**config.mk**
```make
export PLATFORM = sky130hd
export DESIGN_NAME = pixel_serializer
export DESIGN_NICKNAME = d
export VERILOG_FILES = /design/src/rtl/pixel_serializer.sv
export SDC_FILE = /design/constraint.sdc
export NUM_CORES = 1
export LEC_CHECK = 0
export CAP_MARGIN = 20
export CORE_AREA = 2 2 95 97
export DETAILED_ROUTE_END_ITERATION = 8
export DIE_AREA = 0 0 97 99
export DONT_BUFFER_PORTS = 1
export PLACE_DENSITY = 0.72
export SLEW_MARGIN = 20
export SYNTH_ARGS = -nofsm -noshare
export SYNTH_HDL_FRONTEND = slang
export SYNTH_SLANG_ARGS = --single-unit
```
**constraint.sdc**
```tcl
create_clock -name clk -period 3.9 [get_ports clk]
set_input_delay 0.78 -clock clk [delete_from_list [all_inputs] [get_ports clk]]
set_output_delay 0.78 -clock clk [all_outputs]
set_load 0.01 [all_outputs]
```
**src/rtl/pixel_serializer.sv**
```systemverilog
// rtl/pixel_serializer.sv - frame pixel fetcher and dibit serializer
// Streams FRAME_PIXELS pixels from a fixed-latency BRAM as 2-bit words with stall backpressure.
module pixel_serializer #(
   parameter int PIXEL_W      = 8,
   parameter int ADDR_W       = 17,
   parameter int FRAME_PIXELS = 76800,
   parameter int BRAM_LAT     = 2,
   parameter int MSB_FIRST    = 0
) (
   input  logic               clk,
   input  logic               rst_n,
   input  logic               start,
   input  logic [PIXEL_W-1:0] pixel,
   input  logic               stall,
   output logic [ADDR_W-1:0]  pixel_addr,
   output logic               axiov,
   output logic [1:0]         axiod,
   output logic               busy,
   output logic               frame_done
);
   localparam int DIBITS = PIXEL_W / 2;
   localparam int DEPTH  = BRAM_LAT + 2;
   localparam int PW     = $clog2(DEPTH);
   localparam int CW     = $clog2(DEPTH + 1);
   localparam int DW     = (DIBITS > 1) ? $clog2(DIBITS) : 1;
   localparam logic [ADDR_W:0] FRAME_N  = (ADDR_W+1)'(FRAME_PIXELS);
   localparam logic [ADDR_W:0] LAST_PIX = (ADDR_W+1)'(FRAME_PIXELS - 1);

   typedef enum logic {IDLE, RUN} state_t;

   state_t             state_q;
   logic [ADDR_W:0]    issued_q, out_cnt_q;
   logic [ADDR_W-1:0]  addr_q;
   logic [BRAM_LAT:0]  vld_q;
   logic [PIXEL_W-1:0] mem_q [DEPTH];
   logic [PW-1:0]      wr_ptr_q, rd_ptr_q;
   logic [CW-1:0]      occ_q, inflight;
   logic [CW:0]        pending;
   logic [PIXEL_W-1:0] sh_q, sh_next;
   logic               sh_vld_q, done_q;
   logic [DW-1:0]      dib_q;
   logic               transfer, last_dib, fifo_wr, fifo_rd, accept, issue;

   function automatic logic [PW-1:0] ptr_inc(input logic [PW-1:0] p);
      return (p == PW'(DEPTH - 1)) ? '0 : p + PW'(1);
   endfunction

   always_comb begin
      inflight = '0;
      for (int i = 0; i <= BRAM_LAT; i++) inflight = inflight + CW'(vld_q[i]);
   end

   assign pending  = {1'b0, occ_q} + {1'b0, inflight};
   assign transfer = sh_vld_q && !stall;
   assign last_dib = (dib_q == DW'(DIBITS - 1));
   // vld_q[BRAM_LAT] marks the cycle the BRAM data for an issued address is on the pixel bus
   assign fifo_wr  = vld_q[BRAM_LAT];
   assign fifo_rd  = (occ_q != '0) && (!sh_vld_q || (transfer && last_dib));
   assign accept   = (state_q == IDLE) && start && !done_q;
   assign issue    = (state_q == RUN) && (issued_q < FRAME_N) && (pending < (CW+1)'(DEPTH));
   assign sh_next  = (MSB_FIRST != 0) ? (sh_q << 2) : (sh_q >> 2);

   assign pixel_addr = addr_q;
   assign axiov      = sh_vld_q;
   assign axiod      = (MSB_FIRST != 0) ? sh_q[PIXEL_W-1 -: 2] : sh_q[1:0];
   assign busy       = (state_q == RUN);
   assign frame_done = done_q;

   always_ff @(posedge clk) begin
      if (fifo_wr) mem_q[wr_ptr_q] <= pixel;
   end

   always_ff @(posedge clk or negedge rst_n) begin
      if (!rst_n) begin
         state_q   <= IDLE;
         issued_q  <= '0;
         out_cnt_q <= '0;
         addr_q    <= '0;
         vld_q     <= '0;
         wr_ptr_q  <= '0;
         rd_ptr_q  <= '0;
         occ_q     <= '0;
         sh_q      <= '0;
         sh_vld_q  <= 1'b0;
         dib_q     <= '0;
         done_q    <= 1'b0;
      end else begin
         done_q <= 1'b0;
         vld_q  <= {vld_q[BRAM_LAT-1:0], issue};
         if (accept) begin
            state_q   <= RUN;
            issued_q  <= '0;
            out_cnt_q <= '0;
         end
         if (issue) begin
            addr_q   <= issued_q[ADDR_W-1:0];
            issued_q <= issued_q + (ADDR_W+1)'(1);
         end
         if (fifo_wr) wr_ptr_q <= ptr_inc(wr_ptr_q);
         if (fifo_rd) rd_ptr_q <= ptr_inc(rd_ptr_q);
         if (fifo_wr && !fifo_rd)      occ_q <= occ_q + CW'(1);
         else if (!fifo_wr && fifo_rd) occ_q <= occ_q - CW'(1);
         if (fifo_rd) begin
            sh_q     <= mem_q[rd_ptr_q];
            sh_vld_q <= 1'b1;
            dib_q    <= '0;
         end else if (transfer) begin
            if (last_dib) begin
               sh_q     <= '0;
               sh_vld_q <= 1'b0;
               dib_q    <= '0;
            end else begin
               sh_q  <= sh_next;
               dib_q <= dib_q + DW'(1);
            end
         end
         if (transfer && last_dib) begin
            out_cnt_q <= out_cnt_q + (ADDR_W+1)'(1);
            if ((state_q == RUN) && (out_cnt_q == LAST_PIX)) begin
               state_q <= IDLE;
               done_q  <= 1'b1;
            end
         end
      end
   end
endmodule

```
# ---- Yosys cells after proc, flatten, opt, wreduce, memory -nomap -nowiden
# Memory sizes are Yosys's and may differ from the RTL's.
# Cells that the tools add are included.
dict set report op_classes {
  n_addsub 10
  magnitude_cmp 2
  eq_ne 4
  n_mux 23
  n_bitwise 1
  reduce_logical 23
}
# op n
set ops {}
lappend ops {{$mux 18} 3}
lappend ops {{$add 18x1->18 const B} 2}
lappend ops {{$eq 18x17->1 const B} 1}
lappend ops {{$lt 18x17->1 const B} 1}
lappend ops {{$mux 8} 2}
lappend ops {{$logic_and 1x1->1} 10}
lappend ops {{$mux 1} 10}
lappend ops {{$mux 2} 5}
lappend ops {{$reduce_bool 2->1} 5}
lappend ops {{$add 2x1->2 const B} 3}
lappend ops {{$eq 2x2->1 const B} 3}
lappend ops {{$mux 3} 2}
lappend ops {{$mux 6} 1}
lappend ops {{$logic_not 1->1} 5}
lappend ops {{$add 3x3->4} 1}
lappend ops {{$lt 4x3->1 const B} 1}
lappend ops {{$add 2x1->3} 1}
lappend ops {{$add 3x1->3 const B} 1}
lappend ops {{$reduce_bool 3->1} 1}
lappend ops {{$sub 3x1->3 const B} 1}
lappend ops {{$add 1x1->2} 1}
lappend ops {{$reduce_and 2->1} 1}
lappend ops {{$logic_or 1x1->1} 1}
lappend ops {{$not 1->1} 1}
dict set report totals {
  regBits 76
  mem_bits_rw 32
  input_bits 12
  out_inout_bits 22
  memories 1
}
# memory depth width read_ports rd_ports_with_merged_regs wr line_no
set memory_table {}
lappend memory_table {mem_q 4 8 1 0 1 35} ;# logic [PIXEL_W-1:0] mem_q [DEPTH];

# ---- Depth between registers and ports, before layout
dict set report logic_depth {
  ltp_word 8
  ltp_mapped 12
  depth_no_buf 10
}

# ---- Least setup slack after synthesis
# OpenSTA, ideal clock, no wires.
dict set report synth_path {
  path_kind {input -> register}
  start {input stall}
  end {register occ_q[1]}
  t_arrival_ps 2392
  required_time_ps 3775
  slack_ps 1383
  stages 8
  path_buffers 1
  cell_sequence {nand2b_1 > a21oi_1 > clkbuf_1 > inv_1 > ha_1 > inv_1 > fa_1 > mux2_2}
}
dict set report synth_between {
  elab_chain_len 8
  word_cells_on_any_way 10
  cone_classes {1 x mux; 9 x reduce/logical}
}
# element line_no
set synth_lines {}
lappend synth_lines {{start: declaration} 14} ;# input logic stall,
lappend synth_lines {{$logic_not 1->1 *} 54} ;# assign transfer = sh_vld_q && !stall;
lappend synth_lines {{$logic_and 1x1->1 *} 54}
lappend synth_lines {{$logic_and 1x1->1 *} 58} ;# assign fifo_rd = (occ_q != '0) && (!sh_vld_q || (transfer && last_dib));
lappend synth_lines {{$logic_or 1x1->1 *} 58}
lappend synth_lines {{$logic_and 1x1->1 *} 58}
lappend synth_lines {{$logic_not 1->1} 101} ;# if (fifo_wr && !fifo_rd) occ_q <= occ_q + CW'(1);
lappend synth_lines {{$logic_and 1x1->1} 101}
lappend synth_lines {{$mux 3 / $reduce_bool 2->1 (equally long branches)} --}
lappend synth_lines {{end signal: assignment} 101}
lappend synth_lines {{end signal: assignment} 102} ;# else if (!fifo_wr && fifo_rd) occ_q <= occ_q - CW'(1);
lappend synth_lines {{end: declaration} 37} ;# logic [CW-1:0] occ_q, inflight;
# Every way passes the cells marked *; elsewhere a longest branch is shown, timed or not.
# A chain may end at the register's enable or synchronous reset.

# ---- Final worst setup path
dict set report layout_path {
  start {register occ_q[0]}
  end {register issued_q[4]}
}
dict set report layout_between {
  elab_chain_len 4
  word_cells_on_any_way 5
  cone_classes {1 x add/sub; 1 x order compare; 1 x mux; 2 x reduce/logical}
}
# element line_no
set layout_lines {}
lappend layout_lines {{$add 3x3->4 *} 53} ;# assign pending = {1'b0, occ_q} + {1'b0, inflight};
lappend layout_lines {{$lt 4x3->1 *} 60} ;# assign issue = (state_q == RUN) && (issued_q < FRAME_N) && (pending < (CW+1)'(DEPTH));
lappend layout_lines {{$logic_and 1x1->1 *} 60}
lappend layout_lines {{$mux 18 / $reduce_bool 2->1 (equally long branches)} --}
lappend layout_lines {{end signal: assignment} 97} ;# issued_q <= issued_q + (ADDR_W+1)'(1);
lappend layout_lines {{end: declaration} 32} ;# logic [ADDR_W:0] issued_q, out_cnt_q;
# Marks and branches as above.

==> impl_metrics.toml <==
[floorplanning]
placementRows = 34
dieHeight_microns = 99
ios = 34
dieArea_sq_um = 9603
start_util = 0.5635
core_sq_um = 8551
die_x_microns = 97

[global_routing]
antenna_found_initial = 0
grt_use_total = 0.1870
gr-total-overflow = 0
grt_pass1_vias = 3029
grt_first_pass_wirelength_mm = 14.49
grt_max_degree = 77

[clocking]
cts_max_level = 3
cts_hold_buf = 0
cts.repair.resized = 0
cts-root-buf = "clkbuf_8"
clk_pin_slew_ns = 0.11
clock_path_buffers = 2
cts_made_buffers = 9
cts_tree = "done"
cts_setup_buffers = 0
clkSinkCount = 108
insertion_delay_ns = 0.38

[power_and_ir_drop]
power_switching_share = 0.3664
power_mw = 3.240
ir_drop_uv = 402.1
power.density_nw_per_um2 = 638.2
clkPwrFrac = 0.214
p_int_mw = 2.052
p_leak_nw = 2.076
p_sw_mw = 1.187
comb_power_share = 0.260
power_frac_seq = 0.526

[critical_path]
path_buf_inv = 2
max_stage_delay_ns = 0.56
worst-path-stages = 8
worstSetupStartpointType = "flop"
crit_arrival_ns = 3.15
ff2ff_path_depth = 8
critPathTopFamily = "buffers and inverters"
required_ns = 4.20
path_class = "reg2reg"
worstPathMaxFanout = 45
cp-end-kind = "flop"
cp_cell_sequence = "fa_1 -> ha_1 -> nand3_1 -> o211ai_2 -> buf_4 -> clkinv_1 -> nand4_1 -> mux2i_1"
slowest_stage = "clkinv_1"

[logic_synthesis]
synth.most_common_cell = "nand2_1"
yosys_warnings = 0
synth_top_cells_by_count = "nand2_1 (84), dfrtp_1 (76), edfxtp_1 (32), o21ai_0 (29), nand3_1 (16)"
synth_ff_type = "dfrtp_1"
yosysSeqAreaShare = 0.5941
synth.area.top_cells = "dfrtp_1 (39%), edfxtp_1 (20%), nand2_1 (6.5%)"
ys_ff_latch = 108
netlist.area_leader.share = 0.3947
syn_avg_cell_area_sq_um = 11.42
syn_inst = 422
synth_edf_count = 32
synth_fp_nets = 446
ys_types = 49
synth.largest_area_cell = "dfrtp_1"
async_flop_share = 0.7037
synthesis.area_sq_um = 4818

[route]
via_per_inst = 5.945
routedWlPerCell_microns = 16.06
first_iter_violations = 192
dr.pass1.iters = 4
ant_nets = 0
drc = 0
routed_wirelength_mm = 8.464
vias = 3133

[timing]
min_period_over_period = 0.7317
setup-tns-final_ns = 0
fmaxAchievable_mhz = 350.4
tightest_slew_ns = 0.7957
relSlewSlack = 0.4676
maxSlewViolCount = 0
clock_skew_ns = 0.01300
layout_min_cycle_time_ns = 2.854
setup_ws_ns = 1.046
setup_viol = 0
rsz0062_at_grt = "false"
hold_violations = 0

[final_layout]
multi_input_area_sq_um = 1817
utilization = 0.5936
area_delta_synth_final_pct = 5.349
drive_above_1_share = 0.08115
insertedDiodeCount = 0
fin_cells = 527
nNetsFinal = 438
regArea_sq_um = 2863
fillerInstances = 713

[placed_design]
place_hpwl_mm = 5.515
gp_congestion = 0.8455
pre_cts_slack_ns = 1.088
portBuffers = 0
place_inst = 511

[outcome]
outcome = "complete, no violations"

[min_path]
min_path_type = "in2async"

[run]
drv_cap = 0
-- final timing paths --
path / startpoint / end / slack (ns)
worst max register to register: occ_q[0]$_DFFE_PN0P_ / issued_q[4]$_DFFE_PN0P_ / 1.05
worst max-delay path: occ_q[0]$_DFFE_PN0P_ / issued_q[4]$_DFFE_PN0P_ / 1.05
worst min register to register: vld_q[1]$_DFF_PN0_ / vld_q[2]$_DFF_PN0_ / 0.42
min in group clk: vld_q[1]$_DFF_PN0_ / vld_q[2]$_DFF_PN0_ / 0.42
worst min-delay path: rst_n / pixel_addr[3]$_DFFE_PN0P_ / 0.09
max in group asynchronous: rst_n / out_cnt_q[11]$_DFFE_PN0P_ / 3.69
-- registers in the layout (all words and copies together), names as in the netlist --
register	cells
sh_q	8
wr_ptr_q	2
pixel_addr	17
out_cnt_q	18
issued_q	18
dib_q	2
axiov	1
mem_q	32
vld_q	3
occ_q	3
frame_done	1
busy	1
rd_ptr_q	2
-- area by class of cell --
type,instances,area share
clock buffer,9,0.02440
timing repair buffer,2,0.002958
multi-input combinational,282,0.3579
tap,108,0.02662
inverter,11,0.008134
clock inverter,7,0.01602
sequential,108,0.5640
-- cell usage in the layout, fill, tap and decap left out, types with 9 or more instances in the layout --
cell,n
nand2_1,84
dfrtp_1,76
edfxtp_1,32
o21ai_0,29
nand3_1,16
a21oi_1,13
nor2_1,13
inv_1,10
ha_1,10
clkbuf_8,9
-- power groups by stage --
stage          Clock, mW  Combinational (mW)  Sequential (mW)
3_5_place_dp           0               0.849             1.73
3_3_place_gp           0               0.817             1.72
6_report           0.692               0.843             1.70
4_1_cts            0.712               0.861             1.71
2_1_floorplan          0               0.762             1.63
5_1_grt            0.757               0.976             1.75
-- logic make-up (layout without fill, tap and decap cells) --
logic type / after synthesis / count (layout) / synth area share
AOI/OAI and AO/OA: 77 / 77 / 0.1026
adders and majority gates: 12 / 12 / 0.03428
xor gates and xnor gates: 3 / 3 / 0.005454
muxes: 19 / 19 / 0.06102
DFF: 108 / 108 / 0.5941
buffers and inverters: 32 / 29 / 0.02882
and+or+nand+nor: 171 / 171 / 0.1737
-- metrics by stage --
step / hold WS, ns / cell area (sq um)
global route: 0.04992 / 5076
floorplan: 0.3856 / 4818
finish: 0.08661 / 5076
global placement: 0.3951 / 4871
CTS: 0.06442 / 5076
detailed placement: 0.4044 / 4871
-- worst register-to-register path, cell delays in order, from the launching register on --
cell,delay (ns)
dfrtp_1,0.46
fa_1,0.38
ha_1,0.28
nand3_1,0.11
o211ai_2,0.10
buf_4,0.39
clkinv_1,0.58
nand4_1,0.29
mux2i_1,0.20
-- metal layers --
| metal | GRT usage | vias to the layer above | routed length, microns |
|---|---|---|---|
| met5 | 0 | - | 0 |
| met3 | 0.04965 | 12 | 325 |
| met1 | 0.2530 | 1551 | 3943 |
| met2 | 0.2949 | 45 | 4064 |
| li1 | - | 1525 | - |
| met4 | 0.06826 | 0 | 131 |
(Power assumes the default switching activity.)
